## src/rtl/periph_bus_ctrl_if.sv

```systemverilog
// CPU load/store and peripheral-slot signals of periph_bus_ctrl.
// master = the controller, slave = CPU, slots and read mux.
interface periph_bus_ctrl_if #(
  parameter int WIDTH  = 32,
  parameter int ADDR_W = 32
);
  logic              req;
  logic              we;
  logic [ADDR_W-1:0] addr;
  logic [WIDTH-1:0]  wdata;
  logic              done;
  logic [WIDTH-1:0]  rdata;
  logic              err;
  logic [4:0]        sel;
  logic              pwe;
  logic [ADDR_W-1:0] paddr;
  logic [WIDTH-1:0]  pwdata;
  logic [4:0]        pready;
  logic [2:0]        rdsel;
  logic [WIDTH-1:0]  readData;

  modport master (
    input  req, we, addr, wdata, pready, readData,
    output done, rdata, err, sel, pwe, paddr, pwdata, rdsel
  );

  modport slave (
    output req, we, addr, wdata, pready, readData,
    input  done, rdata, err, sel, pwe, paddr, pwdata, rdsel
  );
endinterface

```

## src/rtl/periph_bus_ctrl.sv

```systemverilog
// Bus transaction controller: CPU request -> one of five peripheral slots -> one registered response.
// Optional ACCESS watchdog enabled by defining BUS_TIMEOUT_EN.
module periph_bus_ctrl #(
  parameter int WIDTH   = 32,
  parameter int ADDR_W  = 32,
  parameter int DEC_LSB = 12,
  parameter int TIMEOUT = 16
) (
  input  logic             clk,
  input  logic             rst,
  periph_bus_ctrl_if.master bus
);

  // state  | meaning
  // IDLE   | waiting for req; decode slot field
  // ACCESS | slot selected, waiting for its pready
  // RESP   | done pulse with registered rdata/err
  typedef enum logic [1:0] {
    IDLE   = 2'd0,
    ACCESS = 2'd1,
    RESP   = 2'd2
  } state_t;

  if (TIMEOUT < 2) begin : g_bad_timeout
    $error("periph_bus_ctrl: TIMEOUT must be at least 2");
  end

  state_t            state_q, state_d;
  logic [4:0]        sel_q, sel_d;
  logic              pwe_q, pwe_d;
  logic              done_q, done_d;
  logic              err_q, err_d;
  logic [WIDTH-1:0]  rdata_q, rdata_d;
  logic [2:0]        rdsel_q, rdsel_d;
  logic [ADDR_W-1:0] paddr_q, paddr_d;
  logic [WIDTH-1:0]  pwdata_q, pwdata_d;
  logic [3:0]        field;
  logic              slot_ready;

`ifdef BUS_TIMEOUT_EN
  localparam int TMO_W = $clog2(TIMEOUT + 1);
  logic [TMO_W-1:0]  tmo_q, tmo_d;
`endif

  assign field      = bus.addr[DEC_LSB+3:DEC_LSB];
  // sel_q is one-hot on the active slot, so this observes only pready[i]
  assign slot_ready = |(bus.pready & sel_q);

  always_comb begin
    state_d  = state_q;
    sel_d    = sel_q;
    pwe_d    = pwe_q;
    done_d   = 1'b0;
    err_d    = err_q;
    rdata_d  = rdata_q;
    rdsel_d  = rdsel_q;
    paddr_d  = paddr_q;
    pwdata_d = pwdata_q;
`ifdef BUS_TIMEOUT_EN
    tmo_d    = tmo_q;
`endif
    case (state_q)
      IDLE: begin
        sel_d = 5'b0;
        pwe_d = 1'b0;
        if (bus.req) begin
          paddr_d  = bus.addr;
          pwdata_d = bus.wdata;
          if (field < 4'd5) begin
            rdsel_d = field[2:0];
            sel_d   = 5'b00001 << field[2:0];
            pwe_d   = bus.we;
`ifdef BUS_TIMEOUT_EN
            tmo_d   = TMO_W'(TIMEOUT - 1);
`endif
            state_d = ACCESS;
          end else begin
            err_d   = 1'b1;
            rdata_d = '0;
            done_d  = 1'b1;
            state_d = RESP;
          end
        end
      end
      ACCESS: begin
        if (slot_ready) begin
          rdata_d = pwe_q ? '0 : bus.readData;
          err_d   = 1'b0;
          done_d  = 1'b1;
          sel_d   = 5'b0;
          pwe_d   = 1'b0;
          state_d = RESP;
        end
`ifdef BUS_TIMEOUT_EN
        else if (tmo_q == '0) begin
          rdata_d = '0;
          err_d   = 1'b1;
          done_d  = 1'b1;
          sel_d   = 5'b0;
          pwe_d   = 1'b0;
          state_d = RESP;
        end else begin
          tmo_d = tmo_q - 1'b1;
        end
`endif
      end
      RESP: begin
        sel_d   = 5'b0;
        pwe_d   = 1'b0;
        state_d = IDLE;
      end
      default: begin
        sel_d   = 5'b0;
        pwe_d   = 1'b0;
        state_d = IDLE;
      end
    endcase
  end

  always_ff @(posedge clk) begin
    if (rst) begin
      state_q  <= IDLE;
      sel_q    <= 5'b0;
      pwe_q    <= 1'b0;
      done_q   <= 1'b0;
      err_q    <= 1'b0;
      rdata_q  <= '0;
      rdsel_q  <= 3'd0;
      paddr_q  <= '0;
      pwdata_q <= '0;
`ifdef BUS_TIMEOUT_EN
      tmo_q    <= '0;
`endif
    end else begin
      state_q  <= state_d;
      sel_q    <= sel_d;
      pwe_q    <= pwe_d;
      done_q   <= done_d;
      err_q    <= err_d;
      rdata_q  <= rdata_d;
      rdsel_q  <= rdsel_d;
      paddr_q  <= paddr_d;
      pwdata_q <= pwdata_d;
`ifdef BUS_TIMEOUT_EN
      tmo_q    <= tmo_d;
`endif
    end
  end

  assign bus.sel    = sel_q;
  assign bus.pwe    = pwe_q;
  assign bus.done   = done_q;
  assign bus.err    = err_q;
  assign bus.rdata  = rdata_q;
  assign bus.rdsel  = rdsel_q;
  assign bus.paddr  = paddr_q;
  assign bus.pwdata = pwdata_q;

endmodule

```

## src/flat_wrapper.sv

```systemverilog
// flat-port wrapper written by rule: the top's interface ports become plain ports
module periph_bus_ctrl_flat 
#(
  parameter int WIDTH   = 32,
  parameter int ADDR_W  = 32,
  parameter int DEC_LSB = 12,
  parameter int TIMEOUT = 16
)
  (clk, rst, bus_req, bus_we, bus_addr, bus_wdata, bus_pready, bus_readData, bus_done, bus_rdata, bus_err, bus_sel, bus_pwe, bus_paddr, bus_pwdata, bus_rdsel);
  periph_bus_ctrl_if #(.WIDTH(WIDTH), .ADDR_W(ADDR_W)) bus_i ();
  input  logic clk;
  input  logic rst;
  input wire logic [$bits(bus_i.req)-1:0] bus_req;
  input wire logic [$bits(bus_i.we)-1:0] bus_we;
  input wire logic [$bits(bus_i.addr)-1:0] bus_addr;
  input wire logic [$bits(bus_i.wdata)-1:0] bus_wdata;
  input wire logic [$bits(bus_i.pready)-1:0] bus_pready;
  input wire logic [$bits(bus_i.readData)-1:0] bus_readData;
  output wire logic [$bits(bus_i.done)-1:0] bus_done;
  output wire logic [$bits(bus_i.rdata)-1:0] bus_rdata;
  output wire logic [$bits(bus_i.err)-1:0] bus_err;
  output wire logic [$bits(bus_i.sel)-1:0] bus_sel;
  output wire logic [$bits(bus_i.pwe)-1:0] bus_pwe;
  output wire logic [$bits(bus_i.paddr)-1:0] bus_paddr;
  output wire logic [$bits(bus_i.pwdata)-1:0] bus_pwdata;
  output wire logic [$bits(bus_i.rdsel)-1:0] bus_rdsel;
  assign bus_i.req = bus_req;
  assign bus_i.we = bus_we;
  assign bus_i.addr = bus_addr;
  assign bus_i.wdata = bus_wdata;
  assign bus_i.pready = bus_pready;
  assign bus_i.readData = bus_readData;
  assign bus_done = bus_i.done;
  assign bus_rdata = bus_i.rdata;
  assign bus_err = bus_i.err;
  assign bus_sel = bus_i.sel;
  assign bus_pwe = bus_i.pwe;
  assign bus_paddr = bus_i.paddr;
  assign bus_pwdata = bus_i.pwdata;
  assign bus_rdsel = bus_i.rdsel;
  periph_bus_ctrl #(.WIDTH(WIDTH), .ADDR_W(ADDR_W), .DEC_LSB(DEC_LSB), .TIMEOUT(TIMEOUT)) u_core (.clk(clk), .rst(rst), .bus(bus_i));
endmodule
```

## config.mk

```make
export PLATFORM = sky130hd
export DESIGN_NAME = periph_bus_ctrl_flat
export DESIGN_NICKNAME = d
export VERILOG_FILES = /design/src/rtl/periph_bus_ctrl_if.sv /design/src/rtl/periph_bus_ctrl.sv /design/src/flat_wrapper.sv
export SDC_FILE = /design/constraint.sdc
export NUM_CORES = 1
export LEC_CHECK = 0
export ABC_AREA = 1
export CAP_MARGIN = 20
export CORE_ASPECT_RATIO = 0.6
export CORE_MARGIN = 4
export CORE_UTILIZATION = 40
export CTS_BUF_LIST = sky130_fd_sc_hd__clkbuf_4 sky130_fd_sc_hd__clkbuf_8 sky130_fd_sc_hd__clkbuf_16
export DETAILED_ROUTE_END_ITERATION = 16
export PLACE_DENSITY = 0.8
export SETUP_SLACK_MARGIN = 0.5
export SYNTH_ARGS = -nofsm -noshare
export SYNTH_HDL_FRONTEND = slang
export SYNTH_SLANG_ARGS = --single-unit
```

## constraint.sdc

```tcl
create_clock -name clk -period 1.4 [get_ports clk]
set_input_delay 0.21 -clock clk [delete_from_list [all_inputs] [get_ports clk]]
set_output_delay 0.21 -clock clk [all_outputs]
set_load 0.05 [all_outputs]
```

==> results of run 1 <==
-- through the flow --
stage	hold WS, ps	setup slack [ps]	cells	utilization, %	TNS, ps
floorplan	349.7	147.2	557	-	0
detailed placement	495.4	-300.6	889	76.58	-15480
CTS	338.0	99.93	950	89.95	0
global placement	486.5	-205.7	889	76.58	-10420
-- what timing repair did --
action,4_1_cts
setup endpoints to repair,216
buffers inserted,31
pin swaps,18
cloned,14
resized for setup,213
-- logic make-up after synthesis --
| family | synth area share, % |
|---|---|
| simple gates | 29.69 |
| flops | 51.72 |
| compound gates | 12.75 |
| buf+inv | 5.842 |
==> results.md, run 1 <==
- Ranking of synthesized cells by area: dfxtp_1, nor2_1, nand2_1, o21ai_0, nand3b_1
- GRT worst endpoint: u_core.bus.rdata[25]$_SDFFE_PP0P_/D
- Commonest cells post-synth: nor2_1, dfxtp_1, nand2_1
- Stop stage: global routing (5_1_grt)
- FP Rows: 28
- Number of flops mapped to enable cells by yosys: 0
- Mean Syn Cell Area: ~7.6 um2
- Largest net degree at the start of global routing: 38
- Top FF cell, synth: dfxtp_1
- IO Count: 212
- Starting density of the core: approximately two fifths
- Status: did not finish
- Cts bufs inserted: 9
- Die width: ~140 um
- Sequential area share after synthesis: between 50% and 60%
- Post-Syn Area: about 0.0042 mm2
- Netlist cell types: 21
- Worst End Pin Type: sequential cell input
- Yosys reg bits: around 110
- H-Tree Depth: 3
- Bufs on Longest Clock Path: 2
- Syn_nets: ~660
- Gate Count Post-Synth: roughly 560
- Gp weighted congestion: just under 0.8
- Ys async rst share: 0%
- Port bufs: about 210
- CTS Hold Bufs: 0
- Dominant cell type by area after synthesis: dfxtp_1
- Estimated wirelength of the detail-placed design: between 10,000 and 15,000 um
- Post-placement cell area: between 0.007 and 0.008 mm2
- Die Y: 87.55 um
- Clock Sinks: about 110
- Top cell type's share of synthesized area: between 50% and 60%
- Root buf cell: clkbuf_16
- Yosys warnings: 0
- Log Error: [ERROR DPL-0038] Utilization greater than 100%, impossible to legalize
- Most frequent cell after synthesis: nor2_1
==> inputs of run 2 (changes only) <==
CORE_ASPECT_RATIO = not set   (was 0.6)
CORE_UTILIZATION = 35   (was 40)
CTS_BUF_LIST = not set   (was sky130_fd_sc_hd__clkbuf_4 sky130_fd_sc_hd__clkbuf_8 sky130_fd_sc_hd__clkbuf_16)
PLACE_DENSITY = not set   (was 0.8)
PLACE_DENSITY_LB_ADDON = 0.15   (was not set)
SETUP_SLACK_MARGIN = not set   (was 0.5)
==> results.md, run 2 <==
- Leakage power: roughly 3.4 nW
- Top delay family on crit path: buffers and inverters
- Simple-gate share of the synthesized area: 29.69% (unchanged)
- Gate Count Post-Synth: 557 (unchanged)
- Post-placement cell area: 0.007666 mm2 (-0.44%)
- Layout Nets: approximately 900
- Status: completed
- CP most frequent cell: nor2_2
- Top cell type's share of synthesized area: 51.72% (unchanged)
- Min-Delay Path Class: in2reg
- Cell Chain, Critical Path: inv_1 > nor2_2 > inv_2 > o21bai_4 > buf_12 > clkbuf_16 > a21boi_1 > nor2_2
- Compound-Gate Fraction of Synth Area: 12.75% (unchanged)
- Peak supply drop: between 600 and 700 uV
- Skew final: 4.806 ps
- Post-route ant nets: 0
- H-Tree Depth: 3 (unchanged)
- Mean Syn Cell Area: 7.575 um2 (unchanged)
- Drt pass-1 iters: 4
- Cell count of the worst reg-to-reg path: 8
- Arrival @ worst endpoint: roughly 1600 ps
- Yosys warnings: 0 (unchanged)
- Final Slew Violations: 0
- Netlist cell types: 21 (unchanged)
- Routed wire length: 13,420 um
- GR Util All Layers: a little under a fifth
- Worst Hold Launch: bus_we
- Vias/cell: between 4 and 5
- Hold EP: u_core.bus.pwe
- Period minus WS final: about 1300 ps
- Initial DRC Count: 309
- Slew headroom: ~77%
- Root buf cell: clkbuf_16
- Synthesized-area fraction occupied by adder cells: 0% (unchanged)
- Global-route wire length before repair: between 20,000 and 25,000 um
- Crit path buf inv count: 4
- Gp weighted congestion: 0.7631 (-1.6%)
- Yosys reg bits: 109 (unchanged)
- Clock Sinks: 109 (unchanged)
- Antenna violations before repair: 0
- FP Rows: 39 (+39%)
- WL per Instance: 14.65 um
- Dpl ws: -314.2 ps (-13.59 ps)
- Clock transition at path regs: around 70 ps
- Grt ovf: 0
- Number of flops mapped to enable cells by yosys: 0 (unchanged)
- Most frequent cells in the layout: nor2_1, buf_12, clkdlybuf4s50_1
- Setup WS post-layout: between 50 and 60 ps
- Largest net degree at the start of global routing: between 50 and 60
- Top FF cell, synth: dfxtp_1
- Pwr/cell area: approximately 1200 mW/mm2
- Slowest CP cell: dfxtp_2
- Post-route DRC: 0
- Via count: roughly 4.3k
- Final Hold Fails: 0
- Dominant cell type by area after synthesis: dfxtp_1
- Clock Latency Late Sink: about 340 ps
- CTS tree: built
- IO Count: 212 (unchanged)
- Commonest cells post-synth: nor2_1, dfxtp_1, nand2_1
- Vias in the first global route: ~4.2k
- Bufs on Longest Clock Path: 2 (unchanged)
- Reg-to-reg critical path endpoint: u_core.bus.rdata[9]
- Reg2Reg Setup Slack: 60 ps
- Hold slack: 436.4 ps
- Die Y: 117.8 um (+35%)
- Mux share of post-synthesis cell area: 0% (unchanged)
- Starting density of the core: 36.33% (-5.6 points)
- Unrepaired setup endpoints after global routing: yes
- Crit path kind: reg2reg
- Estimated wirelength of the detail-placed design: 9993 um (-6.7%)
- Worst slew pin tran: around 340 ps
- Final Setup Violations: 0
- CP endpoint kind: flip-flop
- Die width: 117.8 um (-16%)
- Design Area, Final: 0.008071 mm2
- Sequential area share after synthesis: 51.72% (unchanged)
- Core Area: about 0.012 mm2
- Worst flop-to-flop path startpoint: u_core.state_q[0]
- Ranking of synthesized cells by area: dfxtp_1, nor2_1, nand2_1, o21ai_0, nand3b_1
- Ant. Diodes: 0
- Largest family of logic cells by synthesized area: simple AND/OR/NAND/NOR gates
- Cts bufs inserted: 9 (unchanged)
- Die Area: 0.01387 mm2
- Most common cell after layout, fill and taps aside: nor2_1
- Period utilization: between 90% and 100%
- Worst Setup Start Kind: flip-flop
- Layout cells sized above 1: between 20% and 30%
- CP Data Required Time: approximately 1600 ps
- Max incr delay on CP: about 340 ps
- Ys async rst share: 0% (unchanged)
- Layout area overhead: 91.31%
- Most frequent cell after synthesis: nor2_1
- CTS Hold Bufs: 0 (unchanged)
- Max Cap Violations: 0
- Finished Core Util: a little over two thirds
- Syn_nets: 662 (unchanged)
- Port bufs: 211 (unchanged)
- Post-Synth XOR/XNOR Area: 0% (unchanged)
- Max FO, Critical Path: 7
- Hold depth: 3
- Post-Syn Area: 0.004219 mm2 (unchanged)
- FMAX: ~740 MHz
==> run 2: cell counts after synthesis <==
Identical to the previous run, type by type.
==> run 2: metal layers <==
layer | GRT usage [%] | share of wire (%) | vias to the layer above
li1 | - | - | 2187
met1 | 21.17 | 40 | 1979
met2 | 31.84 | 50 | 136
met3 | 7.496 | 8.1 | 18
met4 | 7.546 | 2.2 | 0
met5 | 0 | 0 | -
==> run 2: area by class of cell <==
| cell class | count | area, um2 |
|---|---|---|
| timing repair buffer | 238 | 3550 |
| fill | 906 | 3542 |
| sequential | 109 | 2190 |
| multi-input combinational | 403 | 1827 |
| clock buffer | 14 | 264.0 |
| tap | 143 | 178.9 |
| inverter | 8 | 32.53 |
| clock inverter | 1 | 30.03 |
==> run 2: power breakdown <==
| part | switching, W | leakage [nW] | internal, W |
|---|---|---|---|
| sequential | 0.000272 | 0.903 | 0.00337 |
| combinational | 0.00156 | 2.33 | 0.00153 |
| clock | 0.00108 | 0.143 | 0.00148 |
==> run 2: kinds of logic after synthesis <==
logic type,after synthesis
simple gates,308
flops,109
compound gates,94
buf+inv,46
==> run 2: metrics by stage <==
stage | power [W] | TNS, ps | instances
after detailed placement | 0.006801 | -13040 | 897
after floorplan | 0.005096 | 0 | 557
final | 0.009291 | 0 | 916
after global routing | 0.009705 | -3.581 | 916
after global placement | 0.006744 | -8999 | 897
after CTS | 0.009389 | 0 | 912
==> run 2: worst max-delay path by stage <==
stage                            startpoint              endpoint  cells after the start
after floorplan              u_core.bus.pwe  u_core.bus.rdata[17]                      5
after global placement        bus_pready[3]  u_core.bus.rdata[10]                      7
after detailed placement       bus_addr[14]  u_core.bus.rdata[22]                      8
after CTS                 u_core.bus.sel[1]  u_core.bus.rdata[10]                      7
after global routing      u_core.state_q[0]  u_core.bus.rdata[25]                      8
final                     u_core.state_q[0]   u_core.bus.rdata[9]                      8
==> run 2: what timing repair did <==
action	CTS	global route
buffers inserted	0	1
pin swaps	0	4
cloned	0	3
endpoints found under the setup margin	1	29
resized for setup	1	14
==> run 2: worst reg2reg max path: stages, from the launching register on <==
cell and delay (ps):
dfxtp_2 340, inv_1 50, nor2_2 100, inv_2 50
o21bai_4 170, buf_12 150, clkbuf_16 160, a21boi_1 160
nor2_2 60
Power figures use the tool's default switching activity.
==> inputs of run 3 (changes only) <==
HOLD_SLACK_MARGIN = 0.06   (was not set)
==> results of run 3 <==
Same layout as run 2: the final DEF is identical, and so are final timing and power.
